$ cat config.mk
export PLATFORM = sky130hd
export DESIGN_NAME = mem_channel_arbiter
export DESIGN_NICKNAME = d
export VERILOG_FILES = /design/src/rtl/mem_arb_pkg.sv /design/src/rtl/rr_picker.sv /design/src/rtl/mem_channel_arbiter.sv
export SDC_FILE = /design/constraint.sdc
export NUM_CORES = 1
export LEC_CHECK = 0
export CORE_MARGIN = 8
export CORE_UTILIZATION = 30
export DETAILED_ROUTE_END_ITERATION = 12
export GPL_TIMING_DRIVEN = 0
export PLACE_DENSITY_LB_ADDON = 0.15
export SLEW_MARGIN = 20
export SYNTH_ARGS = -nofsm -noshare
export SYNTH_HDL_FRONTEND = slang
export SYNTH_SLANG_ARGS = --single-unit
$ cat constraint.sdc
create_clock -name clk -period 7.5 [get_ports clk]
set_input_delay 1.5 -clock clk [delete_from_list [all_inputs] [get_ports clk]]
set_output_delay 1.5 -clock clk [all_outputs]
set_load 0.03 [all_outputs]
$ cat src/rtl/mem_arb_pkg.sv
// Shared types and helpers for the data-memory channel arbiter.
package mem_arb_pkg;

   typedef enum logic [2:0] {
      ST_IDLE          = 3'd0,
      ST_READ_WAIT     = 3'd1,
      ST_WRITE_WAIT    = 3'd2,
      ST_READ_RELEASE  = 3'd3,
      ST_WRITE_RELEASE = 3'd4
   } arb_state_t;

   // Width of a requester index; never narrower than one bit.
   function automatic int grant_width(input int n);
      return (n <= 2) ? 1 : $clog2(n);
   endfunction

endpackage

$ cat src/rtl/rr_picker.sv
// Combinational round-robin picker: first set request at or after rr_ptr, wrapping.
module rr_picker #(
   parameter int N  = 4,
   parameter int IW = 2
) (
   input  logic [N-1:0]  request,
   input  logic [IW-1:0] rr_ptr,
   output logic          found,
   output logic [IW-1:0] index
);

   // Scan from the far end back toward rr_ptr so the closest hit is written last.
   always_comb begin
      logic [IW-1:0] pos;
      pos   = '0;
      found = 1'b0;
      index = '0;
      for (int k = N - 1; k >= 0; k--) begin
         pos = IW'((int'(rr_ptr) + k) % N);
         if (request[pos]) begin
            found = 1'b1;
            index = pos;
         end
      end
   end

endmodule

$ cat src/rtl/mem_channel_arbiter.sv
// Round-robin arbiter sharing one read/write data-memory channel among LSU ports.
// Handshake: a valid is held until its ready rises; ready is held until that valid drops.
module mem_channel_arbiter
   import mem_arb_pkg::*;
#(
   parameter int ADDR_BITS      = 8,
   parameter int DATA_BITS      = 8,
   parameter int NUM_REQUESTERS = 4,
   parameter int WRITE_ENABLE   = 1,
   localparam int GRANT_BITS    = grant_width(NUM_REQUESTERS)
) (
   input  logic                                     clk,
   input  logic                                     reset,
   input  logic [NUM_REQUESTERS-1:0]                req_read_valid,
   input  logic [NUM_REQUESTERS-1:0][ADDR_BITS-1:0] req_read_address,
   output logic [NUM_REQUESTERS-1:0]                req_read_ready,
   output logic [NUM_REQUESTERS-1:0][DATA_BITS-1:0] req_read_data,
   input  logic [NUM_REQUESTERS-1:0]                req_write_valid,
   input  logic [NUM_REQUESTERS-1:0][ADDR_BITS-1:0] req_write_address,
   input  logic [NUM_REQUESTERS-1:0][DATA_BITS-1:0] req_write_data,
   output logic [NUM_REQUESTERS-1:0]                req_write_ready,
   output logic                                     mem_read_valid,
   output logic [ADDR_BITS-1:0]                     mem_read_address,
   input  logic                                     mem_read_ready,
   input  logic [DATA_BITS-1:0]                     mem_read_data,
   output logic                                     mem_write_valid,
   output logic [ADDR_BITS-1:0]                     mem_write_address,
   output logic [DATA_BITS-1:0]                     mem_write_data,
   input  logic                                     mem_write_ready,
   output logic                                     busy,
   output logic [GRANT_BITS-1:0]                    grant_id,
   output logic [2:0]                               arb_state
);

   arb_state_t                state;
   logic [GRANT_BITS-1:0]     gsel;
   logic [GRANT_BITS-1:0]     rr_ptr;
   logic [GRANT_BITS-1:0]     pick_index;
   logic [GRANT_BITS-1:0]     next_ptr;
   logic                      pick_found;
   logic                      write_en;
   logic [NUM_REQUESTERS-1:0] candidate;

   assign write_en  = (WRITE_ENABLE != 0);
   assign candidate = (req_read_valid | (req_write_valid & {NUM_REQUESTERS{write_en}}))
                      & ~req_read_ready & ~req_write_ready;
   assign next_ptr  = (pick_index == GRANT_BITS'(NUM_REQUESTERS - 1)) ? '0
                      : pick_index + GRANT_BITS'(1);
   assign arb_state = state;

   rr_picker #(
      .N  (NUM_REQUESTERS),
      .IW (GRANT_BITS)
   ) u_picker (
      .request (candidate),
      .rr_ptr  (rr_ptr),
      .found   (pick_found),
      .index   (pick_index)
   );

   always_ff @(posedge clk) begin
      if (!reset) begin
         state             <= ST_IDLE;
         gsel              <= '0;
         rr_ptr            <= '0;
         grant_id          <= '0;
         busy              <= 1'b0;
         mem_read_valid    <= 1'b0;
         mem_read_address  <= '0;
         mem_write_valid   <= 1'b0;
         mem_write_address <= '0;
         mem_write_data    <= '0;
         req_read_ready    <= '0;
         req_read_data     <= '0;
         req_write_ready   <= '0;
      end else begin
         case (state)
            ST_IDLE: begin
               if (pick_found) begin
                  gsel     <= pick_index;
                  grant_id <= pick_index;
                  rr_ptr   <= next_ptr;
                  busy     <= 1'b1;
                  // A port asking for both is served read first; its write waits for the next grant.
                  if (req_read_valid[pick_index]) begin
                     mem_read_valid   <= 1'b1;
                     mem_read_address <= req_read_address[pick_index];
                     state            <= ST_READ_WAIT;
                  end else begin
                     mem_write_valid   <= 1'b1;
                     mem_write_address <= req_write_address[pick_index];
                     mem_write_data    <= req_write_data[pick_index];
                     state             <= ST_WRITE_WAIT;
                  end
               end
            end
            ST_READ_WAIT: begin
               if (mem_read_ready) begin
                  mem_read_valid      <= 1'b0;
                  req_read_data[gsel]  <= mem_read_data;
                  req_read_ready[gsel] <= 1'b1;
                  state               <= ST_READ_RELEASE;
               end
            end
            ST_WRITE_WAIT: begin
               if (mem_write_ready) begin
                  mem_write_valid       <= 1'b0;
                  req_write_ready[gsel] <= 1'b1;
                  state                 <= ST_WRITE_RELEASE;
               end
            end
            ST_READ_RELEASE: begin
               if (!req_read_valid[gsel]) begin
                  req_read_ready[gsel] <= 1'b0;
                  busy                 <= 1'b0;
                  state                <= ST_IDLE;
               end
            end
            ST_WRITE_RELEASE: begin
               if (!req_write_valid[gsel]) begin
                  req_write_ready[gsel] <= 1'b0;
                  busy                  <= 1'b0;
                  state                 <= ST_IDLE;
               end
            end
            default: begin
               state <= ST_IDLE;
               busy  <= 1'b0;
            end
         endcase
      end
   end

endmodule

# After elaboration in Yosys (flattened, before gate mapping)
# Index checks and enable logic that the tools add are counted.
[totals]
mem_count = 0
ff_bits = 74
latchBits = 0
out_inout_bits = 72
mem_bits_rw = 0
in_bits = 116
romBits = 0
[op_classes]
div = 0
eq_ne = 12
shift = 0
n_mul = 0
n_reduce_logical = 17
order_cmp = 7
n_bitwise = 12
muxes = 59
add_sub_neg = 4
[op_table]
columns = ["operator", "n"]
rows = [
  ["$bmux 8 s2", 3],
  ["$bwmux 32", 1],
  ["$mux 8", 4],
  ["$mux 1", 21],
  ["$lt 2x3->1 const B", 6],
  ["$and 4x4->4", 4],
  ["$demux 8 s2", 1],
  ["$mux 4", 4],
  ["$pmux 4 s2", 2],
  ["$mux 3", 5],
  ["$pmux 3 s5", 1],
  ["$bmux 1 s2", 7],
  ["$ne 2x2->1 const B", 7],
  ["$mux 2", 6],
  ["$not 4->4", 3],
  ["$or 4x4->4", 3],
  ["$reduce_and 3->1", 4],
  ["$reduce_and 4->1", 3],
  ["$reduce_bool 2->1", 4],
  ["$eq 3x2->1 const B", 2],
  ["$reduce_and 5->1", 1],
  ["$add 2x1->2 const B", 2],
  ["$add 2x2->2 const B", 2],
  ["$pmux 1 s2", 2],
  ["other kinds (11)", 13],
]

# Logic depth before layout (Yosys ltp)
[depth]
ltp_word = 14
mapped_depth = 10
depth_no_buf = 9

# Hierarchy
# Synthesis repeated with hierarchy kept, for this count alone.
[hier_totals]
cells_unflattened = 354
hier_area_um2 = 3614.7
[by_module_without_submodules]
columns = ["module", "area_per_inst_um2", "instances", "cells_per_inst", "seq_area_each_um2"]
rows = [
  ["mem_channel_arbiter", 3537.1, 1, 341, 1481.4],
  ["rr_picker", 77.6, 1, 13, 0.0],
]

# Worst setup path after synthesis
# No wires, ideal clock.
[synth_timing]
kind = "input -> register"
from = "input req_write_valid[0]"
to = "register mem_write_address[0]"
slack_ns = 4.031
arrival_time_ns = 3.347
path_stages = 8
path_buffers = 1
setup_time_ns = 0.121
cell_sequence = "or2_2 -> and3b_1 -> nor4b_4 -> nor2_4 -> mux2i_2 -> a22oi_4 -> buf_6 -> mux2_4"
[synth_between]
elab_chain_cells = 13
[synth_rtl]
columns = ["item", "line_no", "text"]
rows = [
  ["from (decl)", "mem_channel_arbiter.sv:18", "input logic [NUM_REQUESTERS-1:0] req_write_valid,"],
  ["$or 4x4->4 (*)", "mem_channel_arbiter.sv:45", "assign candidate = (req_read_valid | (req_write_valid & {NUM_REQUESTERS{write_en}}))"],
  ["$and 4x4->4 (*) (2 in a row)", "mem_channel_arbiter.sv:46", "& ~req_read_ready & ~req_write_ready;"],
  ["$bmux 1 s2", "rr_picker.sv:20", "if (request[pos]) begin"],
  ["$mux 1 (not written as such)", "rr_picker.sv:20", ""],
  ["$mux 2 (4 in a row)", "rr_picker.sv:20", ""],
  ["$bmux 1 s2", "mem_channel_arbiter.sv:85", "if (req_read_valid[pick_index]) begin"],
  ["$mux 1 (not written as such)", "mem_channel_arbiter.sv:85", ""],
  ["$not 1->1 (no line)", "n/a", ""],
  ["$reduce_and 3->1 (no line)", "n/a", ""],
  ["to (signal assigned)", "mem_channel_arbiter.sv:91", "mem_write_address <= req_write_address[pick_index];"],
  ["to (decl)", "mem_channel_arbiter.sv:27", "output logic [ADDR_BITS-1:0] mem_write_address,"],
]
# Mark *: on every way between the ends. The rest lies on a longest branch, timed or not. The select of a mux whose other input is x is not followed.
# A chain may end at the register's enable or synchronous reset.

# Final worst setup path
[layout_timing]
from = "input req_read_valid[2]"
to = "register mem_read_address[3]"
[layout_between]
elab_chain_cells = 12
[layout_rtl]
columns = ["item", "line_no", "text"]
rows = [
  ["from (decl)", "mem_channel_arbiter.sv:14", "input logic [NUM_REQUESTERS-1:0] req_read_valid,"],
  ["$or 4x4->4", "mem_channel_arbiter.sv:45", ""],
  ["$and 4x4->4 (2 in a row)", "mem_channel_arbiter.sv:46", ""],
  ["$bmux 1 s2", "rr_picker.sv:20", ""],
  ["$mux 1 (not written as such)", "rr_picker.sv:20", ""],
  ["$mux 2 (4 in a row)", "rr_picker.sv:20", ""],
  ["$bmux 1 s2", "mem_channel_arbiter.sv:85", ""],
  ["$mux 1 (not written as such)", "mem_channel_arbiter.sv:85", ""],
  ["$reduce_and 3->1 (no line)", "n/a", ""],
  ["to (signal assigned)", "mem_channel_arbiter.sv:87", "mem_read_address <= req_read_address[pick_index];"],
  ["to (decl)", "mem_channel_arbiter.sv:23", "output logic [ADDR_BITS-1:0] mem_read_address,"],
]
# Several ways; a longest one is shown, not always the timed one. The select of a mux whose other input is x is not followed.

==> flow_summary.json <==
{
  "status": "finished, final reports clean",
  "die_area_sq_um": 16800,
  "mostFrequentLayoutCells": "187 x clkdlybuf4s50_1, 74 x dfxtp_1, 57 x a21oi_1, 56 x nand2_1, 54 x nor2_1",
  "clk_path_buf_depth": 2,
  "fin_cells": 822,
  "insertion_delay_ns": 0.34,
  "mostFrequentLayoutCell": "clkdlybuf4s50_1",
  "max_slew.worst_pin.slew_ns": 0.750,
  "grt_use_total_pct": 17.5,
  "grt_pass1_wl_um": 23000,
  "crit_path_cell_trace": "clkdlybuf4s50_1, nor2_1, nor4_1, and4b_1, nor2_4, buf_2, clkbuf_1, nand2_1, a221oi_1, mux2_1",
  "path_max_fanout": 10,
  "grt_max_degree": 13,
  "critical_path_arrival_ns": 4.24,
  "root_buffer": "clkbuf_16",
  "worst_hold_path_type": "register to register",
  "finalCriticalPeriod_ns": 3.96,
  "drive_gt1_share_pct": 7.54,
  "die_x_um": 130,
  "min_path_cells": 2,
  "gp_congestion": 0.856,
  "drtIter0Drc": 139,
  "synth_area_sq_um": 3880,
  "power.leakage_nw": 2.58,
  "dp_hpwl_um": 11700,
  "antenna_found_initial": 0,
  "cts_hold_buf": 0,
  "num_rows": 41,
  "hold_ws_ns": 0.444,
  "htreeDepth": 3,
  "fin_skew_ns": 0.00522,
  "grt_pass1_vias": 4246,
  "ys_seq_area_share_pct": 38.1,
  "synthTopCellsByArea": "dfxtp_1 38%, mux2i_1 9.0%, a21oi_1 7.3%",
  "fin_setup_tns_ns": 0,
  "crit_required_ns": 7.78,
  "cap_violations": 0,
  "fin_crit_sh_pct": 52.8,
  "cts.sinks": 74,
  "ys_ff_latch": 74,
  "syn_area_per_cell_sq_um": 8.67,
  "cpPeakStageDelay_ns": 0.55,
  "final_antenna_net_count": 0,
  "start_kind": "input pin",
  "wl_um": 15200,
  "drt_first_pass_iters": 4,
  "dp_cells": 807,
  "core_area_sq_um": 12600,
  "area_growth_pct": 61.0,
  "layout_setup_ws_ns": 3.54,
  "vdd_drop_max_v": 0.000136,
  "ys_warn_count": 0,
  "cts_setup_buffers": 0,
  "grt-ovfl-total": 0,
  "tritoncts": "yes",
  "io_buffers": 187,
  "drcViolationCount": 0,
  "final-hold-violation-count": 0,
  "ys_async_sr_fraction_pct": 0,
  "setup.worst_path.class": "input pin to register",
  "finalSetupViolCount": 0,
  "routedWlPerCell_um": 18.4,
  "syn_inst": 448,
  "p_per_area_nw_per_um2": 370,
  "cts_buffers": 9,
  "start_util_pct": 30.8,
  "cpMaxStageDelayCell": "clkdlybuf4s50_1",
  "fin_util_pct": 49.5,
  "final_nets": 763,
  "clkTransAtPathRegs_ns": 0.06,
  "synth_enable_flop_cells": 0,
  "vias": 4124,
  "io_pins": 188,
  "synth.distinct_cells": 47,
  "reg2regPathDepth": 9,
  "rsz0062_at_grt": "false",
  "yosysTopAreaCell": "dfxtp_1",
  "fmax_mhz": 252,
  "die_y_um": 130,
  "syn_nets": 565,
  "cts_resized": 0,
  "synth_ff_type": "dfxtp_1",
  "pre_cts_slack_ns": 3.18,
  "drt-vias-per-instance": 5.02,
  "antenna_cells": 0,
  "maxSlewViolCount": 0,
  "relSlewSlack_pct": 50.0,
  "post-synth-top-area-fraction_pct": 38.1,
  "worstSetupEndpointType": "register"
}
[synthesized netlist by cell type (5+ instances only)]
library cell / count
clkbuf_1: 24
nor3_1: 7
dfxtp_1: 74
a21oi_1: 57
mux2_4: 9
and2_1: 24
o221a_2: 5
nand2_1: 56
nor2b_1: 5
mux2i_1: 35
nor2_1: 54
buf_2: 6
mux2_1: 15
a221oi_1: 24
[per-stage QoR]
stage          power [mW]  area [sq um]
3_3_place_gp         1.90          5970
3_5_place_dp         1.92          5970
2_1_floorplan        1.44          3880
5_1_grt              2.47          6250
4_1_cts              2.34          6250
6_report             2.31          6250
[path summary, 6_finish.rpt]
check / startpoint / endpoint / slack [ns]
hold reg to reg: mem_write_valid / mem_write_valid / 0.44
setup reg to reg: register / mem_read_address[3] / 4.84
hold / removal: mem_write_valid / mem_write_valid / 0.44
setup / recovery: req_read_valid[2] / mem_read_address[3] / 3.54
[kinds of logic (layout without fill, tap and decap cells)]
logic type	count (synthesis)	count (layout)	share of synthesized area (%)
and+or+nand+nor	168	168	20.6
AOI/OAI and AO/OA	104	104	18.1
DFF	74	74	38.1
muxes	63	63	18.7
buffers and inverters	38	240	4.16
adders and majority gates	1	1	0.322
[per-layer routing]
metal  vias to the layer above  part of all wire, %  GRT usage [%]
li1                       1987                    -              -
met1                      1944                   41           19.9
met2                       176                   46           28.7
met3                        17                   11           7.10
met4                         0                  1.9           6.97
met5                         -                    0              0
[worst max-delay path, delay by kind of cell]
| kind | cells | cell delay, ns |
|---|---|---|
| buffers and inverters | 3 | 1.26 |
| AND/OR/NAND/NOR | 5 | 0.93 |
| AO/OA/AOI/OAI | 1 | 0.37 |
| multiplexers | 1 | 0.18 |
[where the power goes]
part	total [mW]	internal, mW	leakage, nW	switching (mW)
Sequential	0.557	0.493	0.602	0.0644
Clock	0.407	0.239	0.130	0.168
Combinational	1.35	0.565	1.84	0.784
Total	2.31	1.30	2.58	1.02
[area by class of cell]
class / instances / area (sq um)
Fill cell: 1248 / 6370
Multi-Input combinational cell: 336 / 2240
Timing Repair Buffer: 187 / 1870
Sequential cell: 74 / 1480
Clock buffer: 11 / 253
Tap cell: 172 / 215
Buffer: 33 / 143
Clock inverter: 4 / 27.5
Inverter: 5 / 18.8
(Power assumes the default switching activity.)
